## src/rtl/sram_fifo_1p_ctrl.sv

```systemverilog
// Valid/ready FIFO front-end for a single-port SRAM, with a prefetch buffer that hides ReadLatency.
// Optional per-word error tracking is enabled with `define I3C_SRAM_FIFO_RERROR_EN.
module sram_fifo_1p_ctrl #(
  parameter int  Depth       = 512,
  parameter int  Width       = 32,
  parameter int  ReadLatency = 1,
  localparam int OutBufDepth = ReadLatency + 1,
  localparam int Aw          = (Depth > 1) ? $clog2(Depth) : 1,
  localparam int Dw          = $clog2(Depth + OutBufDepth + 1)
) (
  input  logic             clk_i,
  input  logic             rst_ni,
  input  logic             clr_i,
  input  logic             wvalid_i,
  output logic             wready_o,
  input  logic [Width-1:0] wdata_i,
  output logic             rvalid_o,
  input  logic             rready_i,
  output logic [Width-1:0] rdata_o,
  output logic             rerr_o,
  output logic             err_o,
  output logic [Dw-1:0]    depth_o,
  output logic             ram_req_o,
  output logic             ram_write_o,
  output logic [Aw-1:0]    ram_addr_o,
  output logic [Width-1:0] ram_wdata_o,
  output logic [Width-1:0] ram_wmask_o,
  input  logic [Width-1:0] ram_rdata_i,
  input  logic             ram_rvalid_i,
  input  logic [1:0]       ram_rerror_i
);

  localparam int            Ow       = $clog2(OutBufDepth);
  localparam logic [Dw-1:0] DepthC   = Dw'(Depth);
  localparam logic [Dw-1:0] ObDepthC = Dw'(OutBufDepth);
  localparam logic [Aw-1:0] LastPtr  = Aw'(Depth - 1);

  logic             alive_q;
  logic [Aw-1:0]    wptr_q, rptr_q;
  logic [Dw-1:0]    ram_cnt_q, inflight_q, ob_cnt_q, discard_q, depth_q;
  logic [Dw-1:0]    ram_cnt_d, inflight_d, ob_cnt_d, discard_d;
  logic [Dw-1:0]    pend;
  logic             starve, read_ok, space;
  logic             do_rd, do_wr, push, drop, pop;
  logic [Ow-1:0]    ob_widx;
  logic [Width-1:0] ob_data_q [OutBufDepth];

  assign pend    = ob_cnt_q + inflight_q;
  assign starve  = (pend == '0) && (ram_cnt_q != '0);
  assign read_ok = (ram_cnt_q != '0) && (pend < ObDepthC);
  assign space   = ram_cnt_q < DepthC;
  assign pop     = (ob_cnt_q != '0) && rready_i;
  assign drop    = ram_rvalid_i && (discard_q != '0);
  assign push    = ram_rvalid_i && (discard_q == '0);
  assign ob_widx = Ow'(ob_cnt_q - Dw'(pop));

  always_comb begin
    do_rd = 1'b0;
    do_wr = 1'b0;
    if (alive_q && !clr_i) begin
      if (starve)                 do_rd = 1'b1;
      else if (wvalid_i && space) do_wr = 1'b1;
      else if (read_ok)           do_rd = 1'b1;
    end
  end

  always_comb begin
    ram_cnt_d  = ram_cnt_q;
    inflight_d = inflight_q;
    ob_cnt_d   = ob_cnt_q;
    discard_d  = discard_q;
    if (clr_i) begin
      ram_cnt_d  = '0;
      inflight_d = '0;
      ob_cnt_d   = '0;
      // every response still owed by the RAM must be swallowed, including one landing now
      discard_d  = inflight_q + discard_q - Dw'(ram_rvalid_i);
    end else begin
      ram_cnt_d  = ram_cnt_q + Dw'(do_wr) - Dw'(do_rd);
      inflight_d = inflight_q + Dw'(do_rd) - Dw'(push);
      ob_cnt_d   = ob_cnt_q + Dw'(push) - Dw'(pop);
      discard_d  = discard_q - Dw'(drop);
    end
  end

  always_ff @(posedge clk_i or negedge rst_ni) begin
    if (!rst_ni) begin
      alive_q    <= 1'b0;
      wptr_q     <= '0;
      rptr_q     <= '0;
      ram_cnt_q  <= '0;
      inflight_q <= '0;
      ob_cnt_q   <= '0;
      discard_q  <= '0;
      depth_q    <= '0;
    end else begin
      alive_q    <= 1'b1;
      ram_cnt_q  <= ram_cnt_d;
      inflight_q <= inflight_d;
      ob_cnt_q   <= ob_cnt_d;
      discard_q  <= discard_d;
      depth_q    <= ram_cnt_d + inflight_d + ob_cnt_d;
      if (clr_i) begin
        wptr_q <= '0;
        rptr_q <= '0;
      end else begin
        if (do_wr) wptr_q <= (wptr_q == LastPtr) ? '0 : wptr_q + Aw'(1);
        if (do_rd) rptr_q <= (rptr_q == LastPtr) ? '0 : rptr_q + Aw'(1);
      end
    end
  end

  // Shift-register prefetch buffer: entry 0 is always the head
  always_ff @(posedge clk_i or negedge rst_ni) begin
    if (!rst_ni) begin
      for (int i = 0; i < OutBufDepth; i++) ob_data_q[i] <= '0;
    end else if (!clr_i) begin
      if (pop) begin
        for (int i = 0; i < OutBufDepth - 1; i++) ob_data_q[i] <= ob_data_q[i+1];
      end
      if (push) ob_data_q[ob_widx] <= ram_rdata_i;
    end
  end

`ifdef I3C_SRAM_FIFO_RERROR_EN
  logic [OutBufDepth-1:0] ob_err_q;
  logic                   err_q;

  always_ff @(posedge clk_i or negedge rst_ni) begin
    if (!rst_ni) begin
      ob_err_q <= '0;
      err_q    <= 1'b0;
    end else if (!clr_i) begin
      if (push && (ram_rerror_i != 2'b00)) err_q <= 1'b1;
      if (pop)  ob_err_q <= ob_err_q >> 1;
      if (push) ob_err_q[ob_widx] <= ram_rerror_i[1];
    end
  end

  assign rerr_o = rvalid_o && ob_err_q[0];
  assign err_o  = err_q;
`else
  logic unused_rerror;
  assign unused_rerror = ^ram_rerror_i;
  assign rerr_o        = 1'b0;
  assign err_o         = 1'b0;
`endif

  assign wready_o    = alive_q && space && !starve && !clr_i;
  assign rvalid_o    = ob_cnt_q != '0;
  assign rdata_o     = ob_data_q[0];
  assign depth_o     = depth_q;
  assign ram_req_o   = do_rd || do_wr;
  assign ram_write_o = do_wr;
  assign ram_addr_o  = do_wr ? wptr_q : rptr_q;
  assign ram_wdata_o = do_wr ? wdata_i : '0;
  assign ram_wmask_o = {Width{alive_q}};

  a_no_orphan_rsp : assert property (@(posedge clk_i) disable iff (!rst_ni)
    ram_rvalid_i |-> ((inflight_q + discard_q) != '0));
  a_no_ob_overflow : assert property (@(posedge clk_i) disable iff (!rst_ni)
    (push && !clr_i) |-> ((ob_cnt_q < ObDepthC) || pop));

endmodule

```

## config.mk

```make
export PLATFORM = sky130hd
export DESIGN_NAME = sram_fifo_1p_ctrl
export DESIGN_NICKNAME = d
export VERILOG_FILES = /design/src/rtl/sram_fifo_1p_ctrl.sv
export SDC_FILE = /design/constraint.sdc
export NUM_CORES = 1
export LEC_CHECK = 0
export ABC_AREA = 1
export CAP_MARGIN = 10
export CORE_MARGIN = 2
export CORE_UTILIZATION = 58
export DETAILED_ROUTE_END_ITERATION = 6
export GPL_TIMING_DRIVEN = 0
export HOLD_SLACK_MARGIN = 0.15
export MAX_ROUTING_LAYER = met4
export PLACE_DENSITY_LB_ADDON = 0.2
export REMOVE_ABC_BUFFERS = 1
export SLEW_MARGIN = 30
export SYNTH_ARGS = -nofsm -noshare
export SYNTH_HDL_FRONTEND = slang
export SYNTH_SLANG_ARGS = --single-unit
```

## constraint.sdc

```tcl
create_clock -name clk_i -period 10.7 [get_ports clk_i]
set_input_delay 3.21 -clock clk_i [delete_from_list [all_inputs] [get_ports clk_i]]
set_output_delay 3.21 -clock clk_i [all_outputs]
set_load 0.05 [all_outputs]
```

==> qor.csv, run 1 <==
metric;value;unit
post-route minimum period;9.62;ns
CTS Hold Bufs;0;
headroom to the max-slew limit;0.426;
clk_lat worst skew;0.43;ns
Static Leak;6.45;nW
first-pass GRT wire length;38200;um
Worst Setup End Kind;output pin;
Post-Place Cell Area;11700;sq um
Detailed Route WL;23500;um
register area;3330;sq um
hold slack;0.478;ns
Vias;9038;
crit-path max FO;70;
root buf cell;clkbuf_16;
Layout fillers;1383;
largest net degree at the start of global routing;82;
reg2reg setup slack;4.36;ns
Via density;5.15;
Die H;136;um
drt first pass iters;5;
slowest stage delay, CP;0.82;ns
area grow syn2layout;21.1;%
Hold Path Class;register to register;
outcome;finished, final reports clean;
CTS buffer count;17;
Core ar.;17200;sq um
antenna violations before repair;0;
Yosys reg bits;133;
multi-input logic area;4990;sq um
Initial Util;0.591;
Crit-path slowest cell;clkdlybuf4s50_1;
Post-synth top flop;dfrtp_1;
reg2reg path depth;39;
Setup Viol. Count Final;0;
Resized cells post-CTS;0;
ys async rst share;1.00;
P per Cell Area;260;nW/um^2
CTS sink count;133;
hold depth;2;
leading cell type in the layout, fill and taps excluded;nand2_1;
Hold Vio Cnt, Final;0;
DRC;0;
Max-Cap Viols;0;
CP dominant cell by count;nand2_1;
Final Cycle Share;0.899;
Ys Warns;0;
final instance area;12300;sq um
grt ovf;0;
H-tree Lvls;4;
Syn Inst Count;1414;
DP HPWL;16800;um
synthesized area;10100;sq um
CTS clk-pin slew, worst paths;0.06;ns
Antenna diodes;0;
Post-CTS Repair Setup Buffers;0;
GR Util All Layers;0.265;
pre-CTS WS;1.08;ns
post-route insts no fill;1755;
clock skew;0.00773;ns
RR Startpoint;inflight_q[0];
worst slew pin tran;0.860;ns
Unique masters post-synth;48;
Core Rows;48;
Port Buffer Count;188;
Max Fclk;0.104;GHz
Max Slew Vio Count;0;
DR WL/cell;13.4;um
CP Data Required Time;7.49;ns
part of the Yosys area used for sequential elements;0.328;
final worst slack;1.08;ns
die width;136;um
dpl cells;1723;
DIE AREA;18600;sq um
Max clock buf depth;2;
Mean Syn Cell Area;7.17;sq um
crit path cell chain;buf_2, buf_16, clkinv_4, buf_16, nand2_1, inv_1, nand3_4, inv_2, nand2_1, nand2_1, clkdlybuf4s50_1;
worst r2r dst;depth_o[9];
CTS tree;yes;
Post-synth EDFFs;0;
number of global-route vias before repair;8217;
type of the worst setup path;input pin to output pin;
worst vdd ir;149;uV
layout net count;1683;
Fin Setup TNS;0;ns
most frequent cells in the layout;nand2_1, inv_1, clkdlybuf4s50_1, dfrtp_1, nor2_1;
layout cells sized above 1;0.0366;
CP arrival;6.41;ns
startpoint types;input pin;
gpl congestion;0.856;
Boundary Pins;193;
number of routed nets with antenna violations;0;
unrepaired setup endpoints after global routing;false;
Initial DRC Count;611;
[routing by layer]
| metal | part of all wire | up-vias | GRT usage | routed length, um |
|---|---|---|---|---|
| met5 | 0 | - | - | 0 |
| met4 | 0.023 | 0 | 0.0914 | 542 |
| met3 | 0.062 | 45 | 0.0477 | 1460 |
| met2 | 0.48 | 276 | 0.434 | 11400 |
| met1 | 0.43 | 4177 | 0.332 | 10100 |
| li1 | - | 4540 | - | - |
[Yosys cell counts (2+ instances only)]
| cell | instances | share of area |
|---|---|---|
| buf_4 | 70 | 0.052 |
| o21ai_1 | 35 | 0.017 |
| inv_1 | 290 | 0.11 |
| nand4_1 | 10 | 0.0062 |
| nor3_1 | 32 | 0.016 |
| o311ai_0 | 2 | 0.0017 |
| nand3_2 | 2 | 0.0020 |
| nand2_1 | 306 | 0.11 |
| clkbuf_1 | 19 | 0.0070 |
| fa_1 | 15 | 0.030 |
| nor2_1 | 104 | 0.038 |
| nand3_4 | 2 | 0.0035 |
| buf_2 | 11 | 0.0054 |
| nor3b_1 | 2 | 0.0015 |
| o21bai_1 | 6 | 0.0044 |
| and3_1 | 2 | 0.0012 |
| o21a_1 | 2 | 0.0015 |
| buf_6 | 6 | 0.0067 |
| a21oi_1 | 38 | 0.019 |
| dfrtp_1 | 133 | 0.33 |
| a31oi_1 | 4 | 0.0025 |
| conb_1 | 2 | 0.00074 |
| ha_1 | 79 | 0.097 |
| xor2_1 | 23 | 0.020 |
| nand3b_1 | 4 | 0.0030 |
| a21boi_0 | 2 | 0.0015 |
| nand3_1 | 86 | 0.042 |
| buf_1 | 2 | 0.00074 |
| nor2_2 | 2 | 0.0012 |
| nand2_2 | 3 | 0.0019 |
| xnor2_1 | 7 | 0.0060 |
| inv_2 | 4 | 0.0015 |
| o21ai_0 | 90 | 0.044 |
| o31ai_1 | 5 | 0.0037 |
[final cells by class]
cell class,instances,share of cell area
Clock buffer,17,0.0346
Timing Repair Buffer,191,0.160
Clock inverter,15,0.0149
Inverter,295,0.0905
Multi-Input combinational cell,879,0.406
Sequential cell,133,0.271
Tap cell,225,0.0229
[critical path: cells and delay by family]
kind	cells	cell delay, ns
buffers and inverters	7	2.37
AND/OR/NAND/NOR	4	0.77
[stage by stage]
stage	util	total power, W
after floorplan	-	0.00210
after global placement	0.674	0.00251
after detailed placement	0.680	0.00257
after CTS	0.715	0.00320
after global routing	0.715	0.00349
final	0.715	0.00320
[power by group]
part | leakage, nW | switching (W) | internal (W)
combinational | 4.40 | 0.00120 | 0.000688
clock | 0.298 | 0.000255 | 0.000355
sequential | 1.75 | 0.0000796 | 0.000620
[kinds of logic (layout without fill, tap and decap cells)]
| logic type | Yosys count | after routing | synth area share |
|---|---|---|---|
| other | 2 | 3 | 0.000740 |
| and+or+nand+nor | 560 | 560 | 0.235 |
| xor gates and xnor gates | 30 | 30 | 0.0259 |
| adders and majority gates | 94 | 94 | 0.127 |
| muxes | 1 | 1 | 0.000987 |
| buffers and inverters | 403 | 518 | 0.181 |
| DFF | 133 | 133 | 0.328 |
| AOI/OAI and AO/OA | 191 | 191 | 0.101 |
[worst max-delay path by stage]
stage | start | endpoint | slack (ns) | cells after the start
final | clr_i | ram_addr_o[8] | 1.08 | 11
after global routing | clr_i | ram_addr_o[8] | 0.88 | 11
after CTS | clr_i | ram_addr_o[8] | 1.09 | 11
after detailed placement | clr_i | ram_addr_o[8] | 1.08 | 11
after global placement | clr_i | ram_addr_o[6] | -2.83 | 8
after floorplan | alive_q | ram_addr_o[0] | -4.55 | 4
No activity file was read; power rests on OpenSTA's default activity.
==> run 2: changes to the inputs <==
--- a/config.mk
+++ b/config.mk
@@ -11,7 +11,6 @@
 export CORE_UTILIZATION = 58
 export DETAILED_ROUTE_END_ITERATION = 6
 export GPL_TIMING_DRIVEN = 0
-export HOLD_SLACK_MARGIN = 0.15
 export MAX_ROUTING_LAYER = met4
 export PLACE_DENSITY_LB_ADDON = 0.2
 export REMOVE_ABC_BUFFERS = 1
==> results of run 2 <==
Final layout, timing and power as in run 1 (identical DEF).
==> run 3: changes to the inputs <==
--- a/config.mk
+++ b/config.mk
@@ -8,9 +8,10 @@
 export ABC_AREA = 1
 export CAP_MARGIN = 10
 export CORE_MARGIN = 2
-export CORE_UTILIZATION = 58
+export CORE_UTILIZATION = 48
 export DETAILED_ROUTE_END_ITERATION = 6
 export GPL_TIMING_DRIVEN = 0
+export HOLD_SLACK_MARGIN = 0.06
 export MAX_ROUTING_LAYER = met4
 export PLACE_DENSITY_LB_ADDON = 0.2
 export REMOVE_ABC_BUFFERS = 1
==> constraint.sdc (replaced) <==
create_clock -name clk_i -period 7.7 [get_ports clk_i]
set_input_delay 2.31 -clock clk_i [delete_from_list [all_inputs] [get_ports clk_i]]
set_output_delay 2.31 -clock clk_i [all_outputs]
set_load 0.05 [all_outputs]
==> run 3 against run 2 <==
Compared with the run above: combinational power grew 39%; global-route usage shrank 3.2 points; critical path depth shrank 1; worst setup slack lost 0.76 ns; final cell count grew 3.2%; largest cell class unchanged; highest routed layer unchanged.
==> qor.csv, run 3 (synthesized netlist as in run 1, its figures left out) <==
metric;value;unit;change
outcome;finished, final reports clean;;
Core Rows;53;;+10%
headroom to the max-slew limit;0.415;;-0.0108
Combinational Power Share;0.590;;about the same
Setup Viol. Count Final;0;;unchanged
met1 wire length;11100;um;+10%
DP HPWL;17400;um;+3.7%
CTS clk-pin slew, worst paths;0.06;ns;about the same
clk_lat worst skew;0.43;ns;about the same
grt ovf;0;;unchanged
Sw Share;0.478;;-0.00221
Crit-path slowest cell;clkdlybuf4s50_1;;
first-pass GRT wire length;40300;um;+5.6%
Antenna diodes;0;;unchanged
area grow syn2layout;23.2;%;
Initial DRC Count;595;;-2.6%
leading cell type in the layout, fill and taps excluded;nand2_1;;
worst slew pin tran;0.876;ns;+0.0162 ns
most frequent cells in the layout;nand2_1, inv_1, clkdlybuf4s50_1, dfrtp_1, nor2_1;;
Boundary Pins;193;;unchanged
H-tree Lvls;4;;unchanged
final worst slack;0.318;ns;-0.761 ns
reg2reg setup slack;1.69;ns;-2.67 ns
drt first pass iters;5;;unchanged
gpl congestion;0.923;;+7.8%
crit path cell chain;clkbuf_4, buf_16, clkinv_16, buf_16, nand2_1, inv_4, buf_4, nand3_2, nor2_1, clkdlybuf4s50_1;;
layout net count;1690;;+0.42%
final instance area;12500;sq um;+1.8%
CP arrival;5.07;ns;-1.34 ns
largest net degree at the start of global routing;79;;-3.7%
root buf cell;clkbuf_16;;
DRC;0;;unchanged
Static Leak;6.52;nW;+1.2%
Internal;0.00232;W;+40%
number of global-route vias before repair;8373;;+1.9%
antenna violations before repair;0;;unchanged
WL met2;11600;um;+2.4%
P per Cell Area;356;nW/um^2;+37%
Final Cycle Share;0.959;;
Die H;149;um;+9.6%
CTS Hold Bufs;0;;unchanged
Core ar.;20900;sq um;+22%
startpoint types;input pin;;
Max Fclk;0.135;GHz;
Net Sw Power;0.00213;W;+38%
Via density;4.91;;-4.6%
CTS tree;yes;;
CP Data Required Time;5.39;ns;-2.10 ns
Port Buffer Count;188;;unchanged
layout cells sized above 1;0.0436;;+0.00699
Max clock buf depth;2;;unchanged
DIE AREA;22300;sq um;+20%
number of routed nets with antenna violations;0;;unchanged
Post-Place Cell Area;11700;sq um;+0.54%
post-route minimum period;7.38;ns;
Initial Util;0.486;;-0.105
CP dominant cell by count;buf_16;;
type of the worst setup path;input pin to output pin;;
Hold Path Class;register to register;;
unrepaired setup endpoints after global routing;false;;
max layer used;met4;;
total power;0.00445;W;+39%
pre-CTS WS;-0.697;ns;-1.78 ns
Detailed Route WL;24700;um;+5.4%
wire length on met3;1470;um;+1.2%
Worst Setup End Kind;output pin;;
Flop pwr share;0.218;;about the same
Vias;8901;;-1.5%
DR WL/cell;13.7;um;+2.1%
clock power share;0.192;;about the same
slowest stage delay, CP;0.83;ns;about the same
GR Util All Layers;0.233;;-0.0318
CTS sink count;133;;unchanged
Hold Vio Cnt, Final;0;;unchanged
clock skew;0.0121;ns;+0.00441 ns
die width;149;um;+9.6%
CTS buffer count;17;;unchanged
worst vdd ir;177;uV;+19%
crit-path max FO;43;;-39%
Max Slew Vio Count;0;;unchanged
Max-Cap Viols;0;;unchanged
## run 3: timing repair
item,in CTS,in global routing
setup endpoints to repair,12,1
setup buffers,0,4
pin swaps,1,2
gates resized for setup,4,9
gates cloned,3,0
endpoints found under the hold margin,0,0
## run 3: worst max-delay path: cells and delay by family
| family | cells | cell delay (ns) |
|---|---|---|
| AND/OR/NAND/NOR | 3 | 0.88 |
| buffers and inverters | 7 | 1.83 |
## run 3: path summary, 6_finish.rpt
path                             startpoint              end  cells past startpoint
worst max-delay path                  clr_i  ram_wdata_o[24]                     10
worst min-delay path               register         register                      2
worst max register to register  ob_cnt_q[0]       depth_o[9]                     37
worst min register to register     register         register                      2
max in group asynchronous            rst_ni       rdata_o[7]                      2
min in group asynchronous            rst_ni     discard_q[9]                      1
## run 3: area by class of cell
class	instances	area [sq um]
fillers	1956	8390
multi-input cells	880	5020
flip-flops and latches	133	3330
repair buffers	197	2060
inverters	295	1140
clock buffers	17	425
well taps	275	344
clock inverters	15	186
## run 3: per-layer routing
metal  vias up  global-route usage
li1       4539                   -
met2       235               0.391
met1      4093               0.290
met3        34              0.0471
met4         0              0.0571
met5         -                   -
## run 3: through the flow
stage / hold slack (ns) / setup TNS [ns] / instances / utilization
finish: 0.483 / 0 / 1812 / 0.599
global route: 0.511 / 0 / 1812 / 0.599
CTS: 0.485 / 0 / 1808 / 0.596
detailed placement: 0.468 / -2.75 / 1773 / 0.562
global placement: 0.461 / -523.73 / 1770 / 0.558
floorplan: 0.448 / -627.88 / 1307 / -
## run 3: power groups by stage
stage	registers, W	clock network (W)	logic [W]
2_1_floorplan	0.00119	0	0.00173
3_3_place_gp	0.000980	0	0.00253
3_5_place_dp	0.000980	0	0.00258
4_1_cts	0.000969	0.000867	0.00262
5_1_grt	0.000987	0.000901	0.00301
6_report	0.000969	0.000854	0.00262
